**src/rtl/arith_pkg.sv**
```systemverilog
// Shared arithmetic definitions for the nibble-serial adder/subtractor family.
//   sub_state_t : control states of the nibble-serial subtractor
//   NIBBLE_W    : width of one processing step
package arith_pkg;

    localparam int unsigned NIBBLE_W = 4;

    typedef enum logic [1:0] {
        IDLE = 2'd0,
        RUN  = 2'd1,
        DONE = 2'd2
    } sub_state_t;

endpackage

```
**src/rtl/sub4_nibble.sv**
```systemverilog
// Combinational 4-bit subtract with borrow: {bo, d} = a - b - bin.
// Ports:
//   a, b : 4-bit minuend / subtrahend nibbles
//   bin  : borrow-in
//   d    : 4-bit difference nibble
//   bo   : borrow-out (1 when a < b + bin)
module sub4_nibble
    import arith_pkg::*;
(
    input  logic [NIBBLE_W-1:0] a,
    input  logic [NIBBLE_W-1:0] b,
    input  logic                bin,
    output logic [NIBBLE_W-1:0] d,
    output logic                bo
);

    logic [NIBBLE_W:0] w_res;

    // One extra bit catches the borrow: it is set exactly when the result went negative.
    assign w_res = {1'b0, a} - {1'b0, b} - {{NIBBLE_W{1'b0}}, bin};
    assign d     = w_res[NIBBLE_W-1:0];
    assign bo    = w_res[NIBBLE_W];

endmodule

```
**src/rtl/nibble_sub16.sv**
```systemverilog
// Sequential unsigned subtractor: diff = (a - b - bin) mod 2^WIDTH, computed one nibble per
// clock (LSB first) through a registered borrow chain. Valid/ready handshakes on both sides,
// one operation in flight at a time.
// Ports:
//   clk, rst_n          : clock, asynchronous active-low reset
//   a, b, bin           : operands, captured on in_valid & in_ready
//   in_valid / in_ready : input handshake (in_ready high only in IDLE)
//   diff, bout, zero    : registered result, borrow-out, result-is-zero flag
//   out_valid/out_ready : output handshake (out_valid high only in DONE)
module nibble_sub16
    import arith_pkg::*;
#(
    parameter int unsigned WIDTH  = 16,
    parameter int unsigned NSTEPS = WIDTH / NIBBLE_W
) (
    input  logic             clk,
    input  logic             rst_n,
    input  logic [WIDTH-1:0] a,
    input  logic [WIDTH-1:0] b,
    input  logic             bin,
    input  logic             in_valid,
    output logic             in_ready,
    output logic [WIDTH-1:0] diff,
    output logic             bout,
    output logic             zero,
    output logic             out_valid,
    input  logic             out_ready
);

    localparam int unsigned CNT_W = (NSTEPS > 1) ? $clog2(NSTEPS) : 1;
    localparam int unsigned SH_W  = CNT_W + 2;

    sub_state_t         r_state;
    sub_state_t         w_state_next;
    logic [WIDTH-1:0]   r_a;
    logic [WIDTH-1:0]   r_b;
    logic [WIDTH-1:0]   r_diff;
    logic               r_borrow;
    logic               r_bout;
    logic               r_zero;
    logic [CNT_W-1:0]   r_cnt;

    logic [SH_W-1:0]     w_sh;
    logic [WIDTH-1:0]    w_a_sh;
    logic [WIDTH-1:0]    w_b_sh;
    logic [NIBBLE_W-1:0] w_a_nib;
    logic [NIBBLE_W-1:0] w_b_nib;
    logic [NIBBLE_W-1:0] w_d;
    logic                w_bo;
    logic [WIDTH-1:0]    w_d_ext;
    logic [WIDTH-1:0]    w_diff_next;
    logic                w_last;

    // Bit offset of the current nibble is simply counter * 4.
    assign w_sh    = {r_cnt, 2'b00};
    assign w_a_sh  = r_a >> w_sh;
    assign w_b_sh  = r_b >> w_sh;
    assign w_a_nib = w_a_sh[NIBBLE_W-1:0];
    assign w_b_nib = w_b_sh[NIBBLE_W-1:0];

    sub4_nibble u_sub4 (
        .a   (w_a_nib),
        .b   (w_b_nib),
        .bin (r_borrow),
        .d   (w_d),
        .bo  (w_bo)
    );

    // diff is cleared on capture, so each step only needs to OR its nibble into place.
    assign w_d_ext     = {{(WIDTH - NIBBLE_W){1'b0}}, w_d};
    assign w_diff_next = r_diff | (w_d_ext << w_sh);
    assign w_last      = (r_cnt == CNT_W'(NSTEPS - 1));

    always_ff @(posedge clk or negedge rst_n) begin
        if (!rst_n) begin
            r_state <= IDLE;
        end else begin
            r_state <= w_state_next;
        end
    end

    always_comb begin
        w_state_next = r_state;
        unique case (r_state)
            IDLE:    if (in_valid)  w_state_next = RUN;
            RUN:     if (w_last)    w_state_next = DONE;
            DONE:    if (out_ready) w_state_next = IDLE;
            default: w_state_next = IDLE;
        endcase
    end

    always_ff @(posedge clk or negedge rst_n) begin
        if (!rst_n) begin
            r_a      <= '0;
            r_b      <= '0;
            r_diff   <= '0;
            r_borrow <= 1'b0;
            r_bout   <= 1'b0;
            r_zero   <= 1'b0;
            r_cnt    <= '0;
        end else begin
            unique case (r_state)
                IDLE: begin
                    if (in_valid) begin
                        r_a      <= a;
                        r_b      <= b;
                        // The borrow register seeds nibble 0 with the external borrow-in.
                        r_borrow <= bin;
                        r_diff   <= '0;
                        r_bout   <= 1'b0;
                        r_zero   <= 1'b0;
                        r_cnt    <= '0;
                    end
                end
                RUN: begin
                    r_diff   <= w_diff_next;
                    r_borrow <= w_bo;
                    if (w_last) begin
                        r_cnt  <= '0;
                        r_bout <= w_bo;
                        r_zero <= (w_diff_next == '0);
                    end else begin
                        r_cnt <= r_cnt + CNT_W'(1);
                    end
                end
                default: begin
                    // DONE: result held until the consumer takes it.
                end
            endcase
        end
    end

    assign in_ready  = (r_state == IDLE);
    assign out_valid = (r_state == DONE);
    assign diff      = r_diff;
    assign bout      = r_bout;
    assign zero      = r_zero;

endmodule

```
**config.mk**
```make
export PLATFORM = sky130hd
export DESIGN_NAME = nibble_sub16
export DESIGN_NICKNAME = d
export VERILOG_FILES = /design/src/rtl/arith_pkg.sv /design/src/rtl/sub4_nibble.sv /design/src/rtl/nibble_sub16.sv
export SDC_FILE = /design/constraint.sdc
export NUM_CORES = 1
export LEC_CHECK = 0
export ABC_AREA = 1
export BUFFER_PORTS_ARGS = -buffer_cell sky130_fd_sc_hd__buf_2
export CORE_MARGIN = 3
export CORE_UTILIZATION = 49
export CTS_BUF_LIST = sky130_fd_sc_hd__clkbuf_4
export DETAILED_ROUTE_END_ITERATION = 8
export PLACE_DENSITY = 0.73
export RECOVER_POWER = 100
export SKIP_CTS_REPAIR_TIMING = 1
export SYNTH_ARGS = -nofsm -noshare
export SYNTH_HDL_FRONTEND = slang
export SYNTH_SLANG_ARGS = --single-unit
export TNS_END_PERCENT = 100
```
**constraint.sdc**
```tcl
create_clock -name clk -period 7.5 [get_ports clk]
set_input_delay 0 -clock clk [delete_from_list [all_inputs] [get_ports clk]]
set_output_delay 0 -clock clk [all_outputs]
set_load 0.01 [all_outputs]
```
==> impl_metrics.py, run 1 <==
metrics = {
    "pwr": {
        "pwr_density_cell_nw_per_um2": 459.9,
        "sequentialPowerShare_pct": 34.4,
        "p_sw_share_pct": 48.97,
        "p_int_mw": 0.7987,
        "cellLeakagePower_nw": 1.773,
        "clkPwrFrac_pct": 7.9,
        "ir_worst_vdd_mv": 0.2163,
        "combPwrFrac_pct": 57.7,
        "power.switching_mw": 0.7664,
    },
    "critical_path": {
        "critPathLaunchType": "flop",
        "end_kind": "flop",
        "cp_top_family": "adder cells",
        "path_max_fanout": 25,
        "crit_arrival_ns": 3.91,
        "slowest_delay_ns": 0.82,
        "crit_top_cell": "nand2_1",
        "crit_buf_inv": 1,
        "crit_required_ns": 7.83,
        "critPathKind": "reg -> reg",
        "critical_path.cell_chain": "inv_1 -> o21ai_0 -> o22ai_1 -> fa_1 -> fa_1 -> nand2_1 -> o21ai_0 -> nor3_2 -> nand2_1 -> nor2_1 -> nand2_1 -> nor2_1 -> nand3_1 -> nand2_1",
        "cp_slowest_cell": "dfrtp_1",
    },
    "detailed_routing": {
        "firstDrtPassIters": 4,
        "wirelength_um": 6476,
        "routedWlPerCell_um": 12.90,
        "drc": 0,
        "drtAntennaViolNets": 0,
        "drt_iter0_drc": 180,
        "vias": 2535,
        "vias_per_cell": 5.050,
    },
    "sta": {
        "hold_viol": 0,
        "relSlewSlack_pct": -86.36,
        "tightest_slew_ns": 2.795,
        "fmax_ghz": 0.2788,
        "setup_viol": 0,
        "skew_ns": 0.007662,
        "maxSlewViolCount": 56,
        "period_minus_slack_ns": 3.587,
        "setup-tns-final_ns": 0,
        "grt_setup_unrepaired": "no",
        "timing.final.crit_share_pct": 47.83,
        "holdWs_ns": 0.3406,
    },
    "logic_synthesis": {
        "ys.flop_type": "dfrtp_1",
        "yosysTopAreaCellShare_pct": 50.02,
        "syn_nets": 392,
        "synthCells": 348,
        "netlist_area_um2": 2751,
        "yosysUniqueCellTypes": 28,
        "ys_ff_latch": 55,
        "netlist_top_cells_area": "dfrtp_1 50%, nand2_1 20%, o21ai_0 4.0%, inv_1 4.0%, ha_1 2.3%",
        "ys_warn_count": 0,
        "seq_area_frac_synth_pct": 50.02,
        "synth_top_area_cell": "dfrtp_1",
        "syn_avg_cell_area_um2": 7.906,
        "synth-edff-count": 0,
        "async_flop_share_pct": 100.0,
    },
    "clock_network": {
        "cts_made_buffers": 5,
        "cts_root_buffer": "clkbuf_4",
        "cts_tree": "yes",
        "clk_pin_slew_ns": 0.14,
        "cts_num_sinks": 55,
        "cts_buffer_depth": 2,
        "clk_latency_ns": 0.37,
        "cts_max_level": 2,
    },
    "status": {
        "violations": "capacitance limit, slew limit",
        "status": "finished with violations",
    },
    "floorplanning": {
        "core-area_um2": 5270,
        "die-area_um2": 6550,
        "die_height_um": 80.94,
        "die_w_um": 80.94,
        "initial_core_util_pct": 52.21,
        "io_pins": 57,
        "num_rows": 26,
    },
    "cells_and_area": {
        "syn_to_final_growth_pct": 23.69,
        "final_net_count": 475,
        "antennaDiodeCount": 0,
        "drive_gt1_share_pct": 11.34,
    },
    "global_route": {
        "antenna_found_initial": 0,
        "grt_pass1_vias": 2263,
        "gr-usage-all-layers_pct": 19.80,
        "grt_pass1_wl_um": 10110,
        "grt_max_degree": 56,
        "global_route.overflow_total": 0,
    },
    "place": {
        "gp_congestion": 0.8913,
        "port_buffers": 56,
        "post-dp-hpwl_um": 4326,
    },
    "worst_hold_path": {
        "holdCritPathClass": "in -> reg",
    },
    "run": {
        "drv_cap": 1,
    },
}
final timing paths:
path / slack (ns) / depth (start not counted) / to / from
worst min register to register: 0.50 / 2 / r_a[11] / r_a[11]
worst max register to register: 3.91 / 14 / zero / r_cnt[0]
worst min-delay path: 0.34 / 3 / r_state[1] / out_ready
max in group asynchronous: 4.80 / 3 / diff[10] / rst_n
worst max-delay path: 3.91 / 14 / zero / r_cnt[0]
min in group asynchronous: 1.14 / 3 / r_state[1] / rst_n
Yosys cell counts, types with 5 or more instances:
cell type  number
a21oi_1         5
a22oi_1         5
clkbuf_1        8
dfrtp_1        55
ha_1            5
inv_1          29
inv_2           5
nand2_1       145
nand3_1         9
nor2_1         16
o21ai_0        22
o21ai_1         9
per-stage QoR:
stage                     utilization [%]  worst slack (ns)  power, mW  std cells  instance area [um2]
final                               64.58             3.913      1.565        502                 3403
after global routing                64.58             3.509      1.745        502                 3403
after CTS                           58.81             4.153      1.576        467                 3099
after detailed placement            57.81             4.199      1.442        459                 3047
after global placement              57.81             4.296      1.416        459                 3047
after floorplan                         -             4.593      1.231        348                 2751
kinds of logic (layout without fill, tap and decap cells):
family	Yosys count	count (layout)	share of synthesized area [%]
AOI/OAI and AO/OA	53	53	11.37
adders and majority gates	7	7	3.729
buffers and inverters	50	134	7.549
DFF	55	55	50.02
and+or+nand+nor	183	183	27.33
power groups by stage:
stage	Combinational (mW)	Sequential, mW	Clock (mW)
after floorplan	0.711	0.520	0
after global placement	0.874	0.543	0
after detailed placement	0.900	0.542	0
after CTS	0.910	0.537	0.130
after global routing	1.05	0.557	0.138
final	0.903	0.538	0.124
layout make-up:
type,instances,area (um2)
Inverter,34,127.6
Fill cell,502,1867
Clock buffer,6,45.04
Sequential cell,55,1376
Clock inverter,2,7.507
Timing Repair Buffer,92,609.3
Multi-Input combinational cell,243,1150
Tap cell,70,87.58
layer usage:
metal | GRT usage [%] | part of all wire (%)
met1 | 26.72 | 44
met2 | 31.77 | 50
met3 | 3.880 | 4.8
met4 | 7.095 | 1.4
met5 | 0 | 0
sequential cells by signal (all words and copies together), names as in the netlist:
register  cells
bout          1
r_a          16
r_borrow      1
r_cnt         2
r_b          16
zero          1
r_state       2
diff         16
placed cells by master, fill, tap and decap left out, types with 3 or more instances in the layout:
cell           instances
inv_1                 32
o21ai_1                7
dlygate4sd3_1         35
a21oi_1                5
o21bai_1               3
a32o_1                 4
dfrtp_1               55
o22ai_1                4
a22oi_1                5
o21ai_0               24
clkbuf_1              21
nand4_1                3
nor2_1                18
ha_1                   5
nand3_1                9
buf_2                 36
clkbuf_4               6
nand2_1              146
worst reg2reg max path, cell delays in order, from the launching register on:
cell	delay, ns
dfrtp_1	0.82
inv_1	0.50
o21ai_0	0.29
o22ai_1	0.12
fa_1	0.42
fa_1	0.49
nand2_1	0.09
o21ai_0	0.13
nor3_2	0.21
nand2_1	0.07
nor2_1	0.09
nand2_1	0.05
nor2_1	0.11
nand3_1	0.09
nand2_1	0.06
Power figures use the tool's default switching activity.
==> run 2: changes to the inputs <==
==> constraint.sdc (replaced) <==
create_clock -name clk -period 3.4 [get_ports clk]
set_input_delay 0 -clock clk [delete_from_list [all_inputs] [get_ports clk]]
set_output_delay 0 -clock clk [all_outputs]
set_load 0.01 [all_outputs]
==> run 2 against run 1 <==
Net effect: the flow now finishes without violations; non-clock buffer count increased by 5; via count increased by 0.36%; core utilization increased by 1.4 points; worst hold slack got worse by 0.24 ns; largest power group unchanged.
==> impl_metrics.py, run 2 (synthesis gave the netlist of run 1 again) <==
metrics = {
    "sta": {
        "hold_viol": 0,
        "skew_ns": 0.01239,
        "setup_viol": 0,
        "maxSlewViolCount": 0,
        "period_minus_slack_ns": 3.014,
        "setup-tns-final_ns": 0,
        "timing.final.crit_share_pct": 88.65,
        "holdWs_ns": 0.1002,
        "tightest_slew_ns": 1.443,
        "relSlewSlack_pct": 3.458,
        "fmax_ghz": 0.3318,
        "grt_setup_unrepaired": "no",
    },
    "floorplanning": {
        "num_rows": 26,
        "die_height_um": 80.94,
        "initial_core_util_pct": 52.21,
        "die-area_um2": 6550,
        "io_pins": 57,
        "die_w_um": 80.94,
        "core-area_um2": 5270,
    },
    "critical_path": {
        "crit_required_ns": 3.74,
        "crit_top_cell": "nand2_1",
        "critPathKind": "reg -> reg",
        "end_kind": "flop",
        "crit_arrival_ns": 3.36,
        "slowest_delay_ns": 0.56,
        "path_max_fanout": 18,
        "critical_path.cell_chain": "inv_2 -> nand2_1 -> a32o_1 -> fa_1 -> fa_1 -> nand2_1 -> o21ai_0 -> nor3_2 -> nand2_1 -> nor2_1 -> nand2_1 -> nor2_1 -> nand3_1 -> nand2_1",
        "critPathLaunchType": "flop",
        "reg2regPathDepth": 14,
        "cp_slowest_cell": "dfrtp_2",
    },
    "global_route": {
        "grt_max_degree": 56,
        "antenna_found_initial": 0,
        "grt_pass1_vias": 2325,
        "gr-usage-all-layers_pct": 20.57,
        "grt_pass1_wl_um": 10470,
        "global_route.overflow_total": 0,
    },
    "clock_network": {
        "cts_made_buffers": 5,
        "cts_tree": "yes",
        "cts_num_sinks": 55,
        "clk_latency_ns": 0.39,
        "cts_max_level": 2,
        "cts_buffer_depth": 2,
        "cts_root_buffer": "clkbuf_4",
        "clk_pin_slew_ns": 0.16,
    },
    "cells_and_area": {
        "layout_common_cells": "145 x nand2_1, 54 x dfrtp_1, 36 x buf_2, 35 x dlygate4sd3_1, 31 x inv_1",
        "final_net_count": 480,
        "fillers": 452,
        "antennaDiodeCount": 0,
        "drive_gt1_share_pct": 13.73,
        "final_core_util_pct": 65.93,
        "syn_to_final_growth_pct": 26.28,
        "layout_commonest_cell": "nand2_1",
    },
    "run": {
        "drv_cap": 0,
    },
    "detailed_routing": {
        "vias": 2544,
        "drc": 0,
        "drt_iter0_drc": 193,
        "drtAntennaViolNets": 0,
        "routedWlPerCell_um": 12.89,
        "wirelength_um": 6533,
        "vias_per_cell": 5.018,
        "firstDrtPassIters": 4,
    },
    "pwr": {
        "cellLeakagePower_nw": 1.813,
        "pwr_density_cell_nw_per_um2": 1033,
        "ir_worst_vdd_mv": 0.4934,
    },
    "place": {
        "port_buffers": 56,
        "post-dp-hpwl_um": 4481,
        "gp_congestion": 0.8749,
    },
    "worst_hold_path": {
        "hold_depth": 4,
        "holdCritPathClass": "in -> reg",
    },
    "status": {
        "status": "completed",
    },
}
-- run 2: area by class of cell --
class / instances / area (um2) / area share, %
clock buffer: 5 / 37.54 / 1.080
clock inverter: 3 / 43.79 / 1.260
inverter: 34 / 127.6 / 3.673
multi-input combinational: 243 / 1152 / 33.17
sequential: 55 / 1378 / 39.65
tap: 70 / 87.58 / 2.521
timing repair buffer: 97 / 648.1 / 18.65
-- run 2: worst max-delay path, delay by kind of cell, from the launching register on --
| kind | cells | cell delay [ns] |
|---|---|---|
| adders and majority gates | 2 | 0.94 |
| DFF | 1 | 0.56 |
| buffers and inverters | 1 | 0.24 |
| AOI/OAI and AO/OA | 2 | 0.37 |
| and+or+nand+nor | 9 | 0.86 |
-- run 2: per-layer routing --
metal | vias up | track usage, % | routed length [um]
met5 | - | 0 | 0
met4 | 0 | 6.588 | 134
met3 | 14 | 3.104 | 306
met2 | 60 | 33.66 | 3067
met1 | 1193 | 28.19 | 3025
li1 | 1277 | - | -
-- run 2: final timing paths --
check	startpoint	endpoint	slack [ns]
setup reg to reg	r_cnt[0]	zero	0.39
hold reg to reg	r_a[9]	r_a[9]	0.50
max in group asynchronous	rst_n	r_cnt[0]	2.04
min in group asynchronous	rst_n	r_a[0]	0.49
hold / removal	in_valid	r_state[0]	0.10
setup / recovery	r_cnt[0]	zero	0.39
-- run 2: through the flow --
step	instances	setup slack, ns	cell area, um2	total power, mW
floorplan	348	0.4928	2751	2.714
finish	507	0.3858	3475	3.588
CTS	472	0.2825	3166	3.602
detailed placement	464	0.3188	3084	3.232
global placement	464	0.4514	3084	3.186
global route	507	0.04470	3475	3.993
-- run 2: where the power goes --
group          total, mW  internal [mW]  switching [mW]
clock              0.362          0.155           0.207
sequential          1.17          0.958           0.208
combinational       2.06          0.753            1.31
total               3.59           1.87            1.72
